### config.mk
export PLATFORM = sky130hd
export DESIGN_NAME = decode_stage_pipe
export DESIGN_NICKNAME = d
export VERILOG_FILES = /design/src/rtl/decode_stage_pipe.sv
export SDC_FILE = /design/constraint.sdc
export NUM_CORES = 1
export LEC_CHECK = 0
export ABC_CLOCK_PERIOD_IN_PS = 5400
export CORE_UTILIZATION = 45
export CTS_CLUSTER_SIZE = 16
export DETAILED_ROUTE_END_ITERATION = 10
export GPL_TIMING_DRIVEN = 1
export PLACE_DENSITY = 0.73
export SLEW_MARGIN = 20
export SYNTH_ARGS = -nofsm -noshare
export SYNTH_HDL_FRONTEND = slang
export SYNTH_SLANG_ARGS = --single-unit
export TNS_END_PERCENT = 100
### constraint.sdc
create_clock -name i_clk -period 5.4 [get_ports i_clk]
set_clock_uncertainty 0.05 [all_clocks]
set_input_delay 1.62 -clock i_clk [delete_from_list [all_inputs] [get_ports i_clk]]
set_output_delay 1.62 -clock i_clk [all_outputs]
set_load 0.1 [all_outputs]
### src/rtl/decode_stage_pipe.sv
// decode_stage_pipe: registered RV32I decode stage with a 1-entry skid buffer.
// Instructions are decoded on entry. The control bundle then sits in the output
// register, or in the skid entry while the output is stalled. Branch and jump
// types are reported here; the branch itself is resolved downstream.
// Optional feature: define RV32M_EN to decode M-extension ops (funct7=0000001).
module decode_stage_pipe #(
  parameter int XLEN      = 32,
  parameter int ILL_CNT_W = 8
) (
  input  logic                 i_clk,
  input  logic                 i_rst,
  input  logic                 i_flush,
  input  logic                 i_valid,
  output logic                 o_ready,
  input  logic [31:0]          i_inst,
  input  logic [XLEN-1:0]      i_pc,
  output logic                 o_valid,
  input  logic                 i_ready,
  output logic [XLEN-1:0]      o_pc,
  output logic [31:0]          o_inst,
  output logic                 o_insn_vld,
  output logic                 o_RegWEn,
  output logic                 o_MemRW,
  output logic                 o_Asel,
  output logic                 o_Bsel,
  output logic                 o_BrUn,
  output logic                 o_branch,
  output logic                 o_jump,
  output logic [2:0]           o_ImmSel,
  output logic [1:0]           o_WBSel,
  output logic [3:0]           o_ALUSel,
  output logic [2:0]           o_lsu_sel,
  output logic                 o_mdu_en,
  output logic [2:0]           o_mdu_op,
  output logic [ILL_CNT_W-1:0] o_ill_cnt
);

  typedef struct packed {
    logic       insn_vld;
    logic       reg_wen;
    logic       mem_rw;
    logic       a_sel;
    logic       b_sel;
    logic       br_un;
    logic       branch;
    logic       jump;
    logic [2:0] imm_sel;
    logic [1:0] wb_sel;
    logic [3:0] alu_sel;
    logic [2:0] lsu_sel;
    logic       mdu_en;
    logic [2:0] mdu_op;
  } ctrl_t;

  localparam logic [6:0] OPC_OP     = 7'b0110011;
  localparam logic [6:0] OPC_IMM    = 7'b0010011;
  localparam logic [6:0] OPC_LOAD   = 7'b0000011;
  localparam logic [6:0] OPC_STORE  = 7'b0100011;
  localparam logic [6:0] OPC_BRANCH = 7'b1100011;
  localparam logic [6:0] OPC_JAL    = 7'b1101111;
  localparam logic [6:0] OPC_JALR   = 7'b1100111;
  localparam logic [6:0] OPC_LUI    = 7'b0110111;
  localparam logic [6:0] OPC_AUIPC  = 7'b0010111;

  localparam logic [6:0] F7_BASE = 7'b0000000;
  localparam logic [6:0] F7_ALT  = 7'b0100000;
`ifdef RV32M_EN
  localparam logic [6:0] F7_MDU  = 7'b0000001;
`endif

  localparam logic [3:0] ALU_ADD   = 4'd0;
  localparam logic [3:0] ALU_SUB   = 4'd1;
  localparam logic [3:0] ALU_SLT   = 4'd2;
  localparam logic [3:0] ALU_SLTU  = 4'd3;
  localparam logic [3:0] ALU_XOR   = 4'd4;
  localparam logic [3:0] ALU_OR    = 4'd5;
  localparam logic [3:0] ALU_AND   = 4'd6;
  localparam logic [3:0] ALU_SLL   = 4'd7;
  localparam logic [3:0] ALU_SRL   = 4'd8;
  localparam logic [3:0] ALU_SRA   = 4'd9;
  localparam logic [3:0] ALU_PASSB = 4'd10;
  localparam logic [3:0] ALU_INV   = 4'd15;

  localparam logic [2:0] IMM_I = 3'b000;
  localparam logic [2:0] IMM_S = 3'b001;
  localparam logic [2:0] IMM_B = 3'b010;
  localparam logic [2:0] IMM_J = 3'b011;
  localparam logic [2:0] IMM_U = 3'b111;

  localparam logic [1:0] WB_MEM = 2'b00;
  localparam logic [1:0] WB_ALU = 2'b01;
  localparam logic [1:0] WB_PC4 = 2'b10;

  localparam logic [2:0] LSU_LW  = 3'd0;
  localparam logic [2:0] LSU_SW  = 3'd1;
  localparam logic [2:0] LSU_LB  = 3'd2;
  localparam logic [2:0] LSU_LBU = 3'd3;
  localparam logic [2:0] LSU_LH  = 3'd4;
  localparam logic [2:0] LSU_LHU = 3'd5;
  localparam logic [2:0] LSU_SB  = 3'd6;
  localparam logic [2:0] LSU_SH  = 3'd7;

  // Bundle for an illegal instruction: everything 0 except the invalid ALU code
  function automatic ctrl_t illegal_ctrl();
    ctrl_t c;
    c         = '0;
    c.alu_sel = ALU_INV;
    return c;
  endfunction

  // Base-encoding ALU op shared by OP and OP-IMM
  function automatic logic [3:0] alu_by_f3(input logic [2:0] f3);
    logic [3:0] a;
    case (f3)
      3'b000:  a = ALU_ADD;
      3'b001:  a = ALU_SLL;
      3'b010:  a = ALU_SLT;
      3'b011:  a = ALU_SLTU;
      3'b100:  a = ALU_XOR;
      3'b101:  a = ALU_SRL;
      3'b110:  a = ALU_OR;
      default: a = ALU_AND;
    endcase
    return a;
  endfunction

  // Full decode of one instruction; any unrecognised encoding collapses to illegal_ctrl
  function automatic ctrl_t decode(input logic [6:0] opc, input logic [2:0] f3,
                                   input logic [6:0] f7);
    ctrl_t c;
    logic  ok;
    c  = '0;
    ok = 1'b1;
    case (opc)
      OPC_OP: begin
        c.reg_wen = 1'b1;
        c.wb_sel  = WB_ALU;
        if (f7 == F7_BASE) c.alu_sel = alu_by_f3(f3);
        else if (f7 == F7_ALT && f3 == 3'b000) c.alu_sel = ALU_SUB;
        else if (f7 == F7_ALT && f3 == 3'b101) c.alu_sel = ALU_SRA;
`ifdef RV32M_EN
        else if (f7 == F7_MDU) begin
          c.mdu_en  = 1'b1;
          c.mdu_op  = f3;
          c.alu_sel = ALU_ADD;
        end
`endif
        else ok = 1'b0;
      end
      OPC_IMM: begin
        c.reg_wen = 1'b1;
        c.b_sel   = 1'b1;
        c.imm_sel = IMM_I;
        c.wb_sel  = WB_ALU;
        if (f3 == 3'b001) begin
          if (f7 == F7_BASE) c.alu_sel = ALU_SLL;
          else ok = 1'b0;
        end else if (f3 == 3'b101) begin
          if (f7 == F7_BASE) c.alu_sel = ALU_SRL;
          else if (f7 == F7_ALT) c.alu_sel = ALU_SRA;
          else ok = 1'b0;
        end else begin
          c.alu_sel = alu_by_f3(f3);
        end
      end
      OPC_LOAD: begin
        c.reg_wen = 1'b1;
        c.b_sel   = 1'b1;
        c.imm_sel = IMM_I;
        c.wb_sel  = WB_MEM;
        c.alu_sel = ALU_ADD;
        case (f3)
          3'b000:  c.lsu_sel = LSU_LB;
          3'b001:  c.lsu_sel = LSU_LH;
          3'b010:  c.lsu_sel = LSU_LW;
          3'b100:  c.lsu_sel = LSU_LBU;
          3'b101:  c.lsu_sel = LSU_LHU;
          default: ok = 1'b0;
        endcase
      end
      OPC_STORE: begin
        c.mem_rw  = 1'b1;
        c.b_sel   = 1'b1;
        c.imm_sel = IMM_S;
        c.alu_sel = ALU_ADD;
        case (f3)
          3'b000:  c.lsu_sel = LSU_SB;
          3'b001:  c.lsu_sel = LSU_SH;
          3'b010:  c.lsu_sel = LSU_SW;
          default: ok = 1'b0;
        endcase
      end
      OPC_BRANCH: begin
        c.branch  = 1'b1;
        c.a_sel   = 1'b1;
        c.b_sel   = 1'b1;
        c.imm_sel = IMM_B;
        c.alu_sel = ALU_ADD;
        // Unsigned compares (bltu/bgeu, funct3 11x) are the ones with br_un low
        c.br_un   = ~(f3[2] & f3[1]);
        if (f3[2:1] == 2'b01) ok = 1'b0;
      end
      OPC_JAL: begin
        c.jump    = 1'b1;
        c.reg_wen = 1'b1;
        c.a_sel   = 1'b1;
        c.b_sel   = 1'b1;
        c.imm_sel = IMM_J;
        c.wb_sel  = WB_PC4;
        c.alu_sel = ALU_ADD;
      end
      OPC_JALR: begin
        c.jump    = 1'b1;
        c.reg_wen = 1'b1;
        c.b_sel   = 1'b1;
        c.imm_sel = IMM_I;
        c.wb_sel  = WB_PC4;
        c.alu_sel = ALU_ADD;
        if (f3 != 3'b000) ok = 1'b0;
      end
      OPC_LUI: begin
        c.reg_wen = 1'b1;
        c.b_sel   = 1'b1;
        c.imm_sel = IMM_U;
        c.wb_sel  = WB_ALU;
        c.alu_sel = ALU_PASSB;
      end
      OPC_AUIPC: begin
        c.reg_wen = 1'b1;
        c.a_sel   = 1'b1;
        c.b_sel   = 1'b1;
        c.imm_sel = IMM_U;
        c.wb_sel  = WB_ALU;
        c.alu_sel = ALU_ADD;
      end
      default: ok = 1'b0;
    endcase
    if (!ok) c = illegal_ctrl();
    else c.insn_vld = 1'b1;
    return c;
  endfunction

  // ---- stage p0: incoming decode and skid entry ----
  ctrl_t           in_ctrl_p0;
  ctrl_t           skid_ctrl_p0;
  logic [XLEN-1:0] skid_pc_p0;
  logic [31:0]     skid_inst_p0;
  logic            skid_vld_p0;

  // ---- stage p1: output register ----
  ctrl_t           out_ctrl_p1;
  logic [XLEN-1:0] out_pc_p1;
  logic [31:0]     out_inst_p1;
  logic            vld_p1;

  logic [ILL_CNT_W-1:0] ill_cnt;

  logic accept, out_fire, out_free, load_skid, load_in, fill_skid;

  assign in_ctrl_p0 = decode(i_inst[6:0], i_inst[14:12], i_inst[31:25]);

  // o_ready depends only on registered skid occupancy, never on i_ready
  assign o_ready   = ~skid_vld_p0;
  assign accept    = i_valid & o_ready;
  assign out_fire  = vld_p1 & i_ready;
  assign out_free  = ~vld_p1 | i_ready;
  assign load_skid = out_free & skid_vld_p0;
  assign load_in   = out_free & ~skid_vld_p0 & accept;
  assign fill_skid = ~out_free & accept;

  // Occupancy of the output register and skid entry; flush outranks everything but reset
  always_ff @(posedge i_clk) begin
    if (i_rst || i_flush) begin
      vld_p1      <= 1'b0;
      skid_vld_p0 <= 1'b0;
    end else begin
      if (out_free) vld_p1 <= skid_vld_p0 | accept;
      if (load_skid) skid_vld_p0 <= 1'b0;
      else if (fill_skid) skid_vld_p0 <= 1'b1;
    end
  end

  // Output register payload, refilled from the skid entry first to keep order
  always_ff @(posedge i_clk) begin
    if (i_rst) begin
      out_ctrl_p1 <= illegal_ctrl();
      out_pc_p1   <= '0;
      out_inst_p1 <= '0;
    end else if (!i_flush) begin
      if (load_skid) begin
        out_ctrl_p1 <= skid_ctrl_p0;
        out_pc_p1   <= skid_pc_p0;
        out_inst_p1 <= skid_inst_p0;
      end else if (load_in) begin
        out_ctrl_p1 <= in_ctrl_p0;
        out_pc_p1   <= i_pc;
        out_inst_p1 <= i_inst;
      end
    end
  end

  // Skid payload captures an instruction accepted while the output is stalled
  always_ff @(posedge i_clk) begin
    if (fill_skid) begin
      skid_ctrl_p0 <= in_ctrl_p0;
      skid_pc_p0   <= i_pc;
      skid_inst_p0 <= i_inst;
    end
  end

  // Saturating count of illegal instructions handed downstream
  always_ff @(posedge i_clk) begin
    if (i_rst) ill_cnt <= '0;
    else if (out_fire && !out_ctrl_p1.insn_vld && !(&ill_cnt)) ill_cnt <= ill_cnt + 1'b1;
  end

  assign o_valid    = vld_p1;
  assign o_pc       = out_pc_p1;
  assign o_inst     = out_inst_p1;
  assign o_insn_vld = out_ctrl_p1.insn_vld;
  assign o_RegWEn   = out_ctrl_p1.reg_wen;
  assign o_MemRW    = out_ctrl_p1.mem_rw;
  assign o_Asel     = out_ctrl_p1.a_sel;
  assign o_Bsel     = out_ctrl_p1.b_sel;
  assign o_BrUn     = out_ctrl_p1.br_un;
  assign o_branch   = out_ctrl_p1.branch;
  assign o_jump     = out_ctrl_p1.jump;
  assign o_ImmSel   = out_ctrl_p1.imm_sel;
  assign o_WBSel    = out_ctrl_p1.wb_sel;
  assign o_ALUSel   = out_ctrl_p1.alu_sel;
  assign o_lsu_sel  = out_ctrl_p1.lsu_sel;
  assign o_mdu_en   = out_ctrl_p1.mdu_en;
  assign o_mdu_op   = out_ctrl_p1.mdu_op;
  assign o_ill_cnt  = ill_cnt;

endmodule
# Word-level counts from Yosys, hierarchy flattened
# Index checks and enable logic that the tools add are counted.
# totals
ff_bits	186
input_bits	69
out_inout_bits	98
word_cells	133
# classes
add_sub_neg	1
n_eq_ne	17
mux	43
bitwise_logic	14
n_reduce_logical	23
# op_table
operator	count
32-bit 2-to-1 mux	4
24-bit 2-to-1 mux	2
7-bit by 6-bit == test with 1-bit output (second input constant)	4
4-bit 2-to-1 mux	7
4-bit one-hot mux with 7 select lines	1
3-bit one-hot mux with 4 select lines	2
23-bit 2-to-1 mux	1
7-bit == test (second input constant)	3
1-bit 2-to-1 mux	18
3-bit one-hot mux with 5 select lines	1
7-bit by 5-bit == test with 1-bit output (second input constant)	2
4-bit one-hot mux with 3 select lines	1
3-bit == test (second input constant)	3
3-bit one-hot mux with 3 select lines	1
3-bit OR reduction	3
8-bit by 1-bit adder with 8-bit output (second input constant)	1
8-bit AND reduction	1
8-bit OR reduction	1
1-bit bitwise AND	7
7-bit by 2-bit == test with 1-bit output (second input constant)	1
7-bit logical NOT	1
1-bit one-hot mux with 7 select lines	1
7-bit OR reduction	1
3-bit by 2-bit == test with 1-bit output (second input constant)	2
18 further kinds	29

# Longest topological paths before layout
# logic_depth
word_depth	9
depth_mapped	7
mapped_depth_nobuf	6

# Worst setup path before layout
# OpenSTA, ideal clock, no wires.
# synth_path
path_type	input to register
startpoint	input i_ready
endpoint	register skid_ctrl_p0[10] (netlist name) (enable)
setup_time_ns	0.451
t_arrival_ns	3.813
required_time_ns	4.899
setup_slack_ns	1.086
path_stages	2
n_path_buf	0
path_cell_list	nor2b_1 > and3_1
# synth_between
elab_chain_cells	3
# synth_rtl
item	line	source
start: declaration	18	input logic i_ready,
1-bit OR	266	assign out_free = ~vld_p1 | i_ready;
1-bit inverter	269	assign fill_skid = ~out_free & accept;
1-bit bitwise AND	269	
via fill_skid	258	logic accept, out_fire, out_free, load_skid, load_in, fill_skid;
end signal: assignment	305	skid_ctrl_p0 <= in_ctrl_p0;
end: declaration	245	ctrl_t skid_ctrl_p0;
# The timed path passes the listed nets, and every way through them passes these cells.
# A chain may end at the register's enable or synchronous reset.

# Worst setup path in the final report
# layout_path
startpoint	register skid_vld_p0
endpoint	output o_ready
# layout_between
elab_chain_cells	1
# layout_rtl
item	line	source
start: declaration	248	logic skid_vld_p0;
start signal: assignment	275	skid_vld_p0 <= 1'b0;
start signal: assignment	278	if (load_skid) skid_vld_p0 <= 1'b0;
start signal: assignment	279	else if (fill_skid) skid_vld_p0 <= 1'b1;
1-bit inverter	263	assign o_ready = ~skid_vld_p0;
end: declaration	14	output logic o_ready,
# No other way between the ends.

==> reports/metrics.cfg <==
[global_routing]
track_usage = 0.212
antenna_found_initial = 0
grt_pass1_vias = 5318
grt_first_pass_wirelength_mm = 27.0
overflow = 0
grt_max_degree = 110

[die]
start_util = 0.468
dieArea_um2 = 16600
die_w_um = 129
chipHeight_um = 129
core-area_um2 = 15400
row_count = 45
ios = 167

[synth]
synth.most_common_cell = dfxtp_1
synth-main-ff-cell = dfxtp_1
ys_seq_area_frac = 0.603
synthTopCellsByArea = edfxtp_1 35%, dfxtp_1 26%, mux2i_1 9.0%
syn_area_um2 = 7220
avgSynthCellArea_um2 = 11.5
syn_inst = 626
ys_ff_latch = 176
yosysWarnings = 0
yosys.cell_types.count = 58
synth_top_area_frac = 0.345
async_reset_ff_frac = 0
synth_top_cell_by_area = edfxtp_1
synthTopCellsByCount = 93 x dfxtp_1, 86 x nor2_1, 83 x edfxtp_1, 66 x a211oi_1, 65 x mux2i_1
synth_edf_count = 83

[clock_tree]
clk_pin_slew_worst_paths_ns = 0.06
worstSkewPairLatency_ns = 0.42
cts_setup_buffers = 0
cts_sinks = 176
clock_tree.buffer_depth = 2
numCtsBuffers = 17
cts_resized = 0
cts-htree-levels = 4
hold_buffers = 0
cts-root-buf = clkbuf_16
tritoncts = built

[power_and_ir_drop]
power_density_nw_per_um2 = 338
total_power_mw = 3.23
ir_drop_v = 0.000234
p_leak_nw = 3.15

[finish]
syn2layout_area_growth_pct = 32.2
nets = 834
fillCellCount = 1250
layout-drive-gt1-share = 0.0656
n_antenna_cell = 0
finalInstanceArea_um2 = 9550

[run]
max_cap_violations = 0

[setup_path]
crit_path_end_kind = output pin
crit_slowest_cell = clkdlybuf4s50_1
worst-setup-path-type = flip-flop to output pin
arrival_ns = 2.58
crit_path_cell_trace = inv_1, clkdlybuf4s50_1
cp-start-kind = flip-flop
max_stage_delay_ns = 1.28
required_ns = 3.73
crit_fanout = 22

[timing]
worstMarginPinSlew_ns = 1.08
min_period_ns = 4.25
setup_viol = 0
fin_crit_sh = 0.788
drv_slew = 0
slew_headroom = 0.281
hold_viol = 0
fmax_mhz = 235
fin_setup_tns_ns = 0
rsz0062_at_grt = false

[detailed_routing]
num_vias = 5327
drt_iter0_drc = 375
ant_nets = 0
wl_mm = 17.0
first_pass_iters = 5
drt-met1-wl_mm = 7.66
highest_layer = met4
via_per_inst = 5.39
route.met3.wl_mm = 1.13
drc_errors = 0
wl_met2_mm = 7.97
wl_per_cell_um = 17.2

[placement]
port_buffers = 162
placed_cell_area_um2 = 8960
dpl.hpwl_mm = 11.0
gp_routability_congestion = 0.864

[min_path]
hp-class = flip-flop to flip-flop

[status]
status = completed

## final timing paths
| path | from | endpoint | slack, ns | depth (start not counted) |
|---|---|---|---|---|
| worst max-delay path | skid_vld_p0$_SDFFE_PP0P_ | o_ready | 1.15 | 2 |
| worst min-delay path | o_BrUn$_SDFFE_PP0P_ | o_BrUn$_SDFFE_PP0P_ | 0.41 | 2 |
| worst max register to register | skid_vld_p0$_SDFFE_PP0P_ | o_ALUSel[0]$_SDFFE_PP1P_ | 2.62 | 5 |
| worst min register to register | o_BrUn$_SDFFE_PP0P_ | o_BrUn$_SDFFE_PP0P_ | 0.41 | 2 |
## registers in the layout (all words and copies together), names as in the netlist, 3 cells and up
signal	count
o_ALUSel	4
o_ImmSel	3
o_ill_cnt	8
o_inst	32
o_lsu_sel	3
o_pc	32
skid_ctrl_p0	19
skid_inst_p0	32
skid_pc_p0	32
## cells in the final DEF, fill, tap and decap left out, types with 4 or more instances in the layout
cell	netlist	final
nand3_1	4	4
edfxtp_1	83	83
clkdlybuf4s50_1	0	161
a221oi_2	4	4
or3_1	4	4
clkinv_2	0	5
clkbuf_16	0	18
buf_4	5	4
o31ai_1	4	4
o21ai_0	8	8
nor2b_1	7	7
conb_1	1	4
o21a_1	5	5
o221ai_1	9	9
dfxtp_1	93	92
nand2_1	31	31
xnor2_1	5	5
nand2b_1	4	4
nor3_1	13	12
a21oi_1	19	19
mux2i_1	65	65
a211oi_1	66	66
nor2_1	86	86
inv_1	13	13
## report_power, final
group	internal (mW)	switching, mW
Combinational	0.151	0.404
Clock	0.716	0.498
Sequential	1.44	0.0214
## logic make-up (layout without fill, tap and decap cells)
| logic type | Yosys count | count (layout) | share of synthesized area |
|---|---|---|---|
| muxes | 65 | 65 | 0.0901 |
| other | 1 | 4 | 0.000519 |
| xor gates and xnor gates | 8 | 8 | 0.00970 |
| AOI/OAI and AO/OA | 140 | 140 | 0.149 |
| adders and majority gates | 1 | 1 | 0.00173 |
| and+or+nand+nor | 171 | 171 | 0.109 |
| DFF | 176 | 176 | 0.603 |
| buffers and inverters | 64 | 212 | 0.0374 |
## stage by stage
stage / instances / hold slack [ns] / worst slack [ns] / util
3_5_place_dp: 956 / 0.395 / 1.26 / 0.581
3_3_place_gp: 956 / 0.392 / 1.35 / 0.581
2_1_floorplan: 629 / 0.493 / 1.09 / -
6_report: 988 / 0.412 / 1.15 / 0.619
5_1_grt: 988 / 0.441 / 1.07 / 0.619
4_1_cts: 988 / 0.411 / 1.15 / 0.618
## per-layer routing
| metal | track usage | up-vias |
|---|---|---|
| met4 | 0.0692 | 0 |
| met1 | 0.265 | 2550 |
| met5 | 0 | - |
| li1 | - | 2587 |
| met3 | 0.0649 | 22 |
| met2 | 0.350 | 168 |
## worst max-delay path, delay by kind of cell, from the launching register on
family | cells | cell delay (ns)
buffers and inverters | 2 | 1.81
DFF | 1 | 0.34
## layout make-up
class | instances | area (um^2) | area share
Clock buffer | 21 | 472 | 0.0494
Clock inverter | 11 | 113 | 0.0118
Inverter | 13 | 48.8 | 0.00511
Multi-Input combinational cell | 389 | 2620 | 0.274
Sequential cell | 176 | 4360 | 0.457
Tap cell | 211 | 264 | 0.0277
Timing Repair Buffer | 167 | 1670 | 0.175
Power figures use the tool's default switching activity.
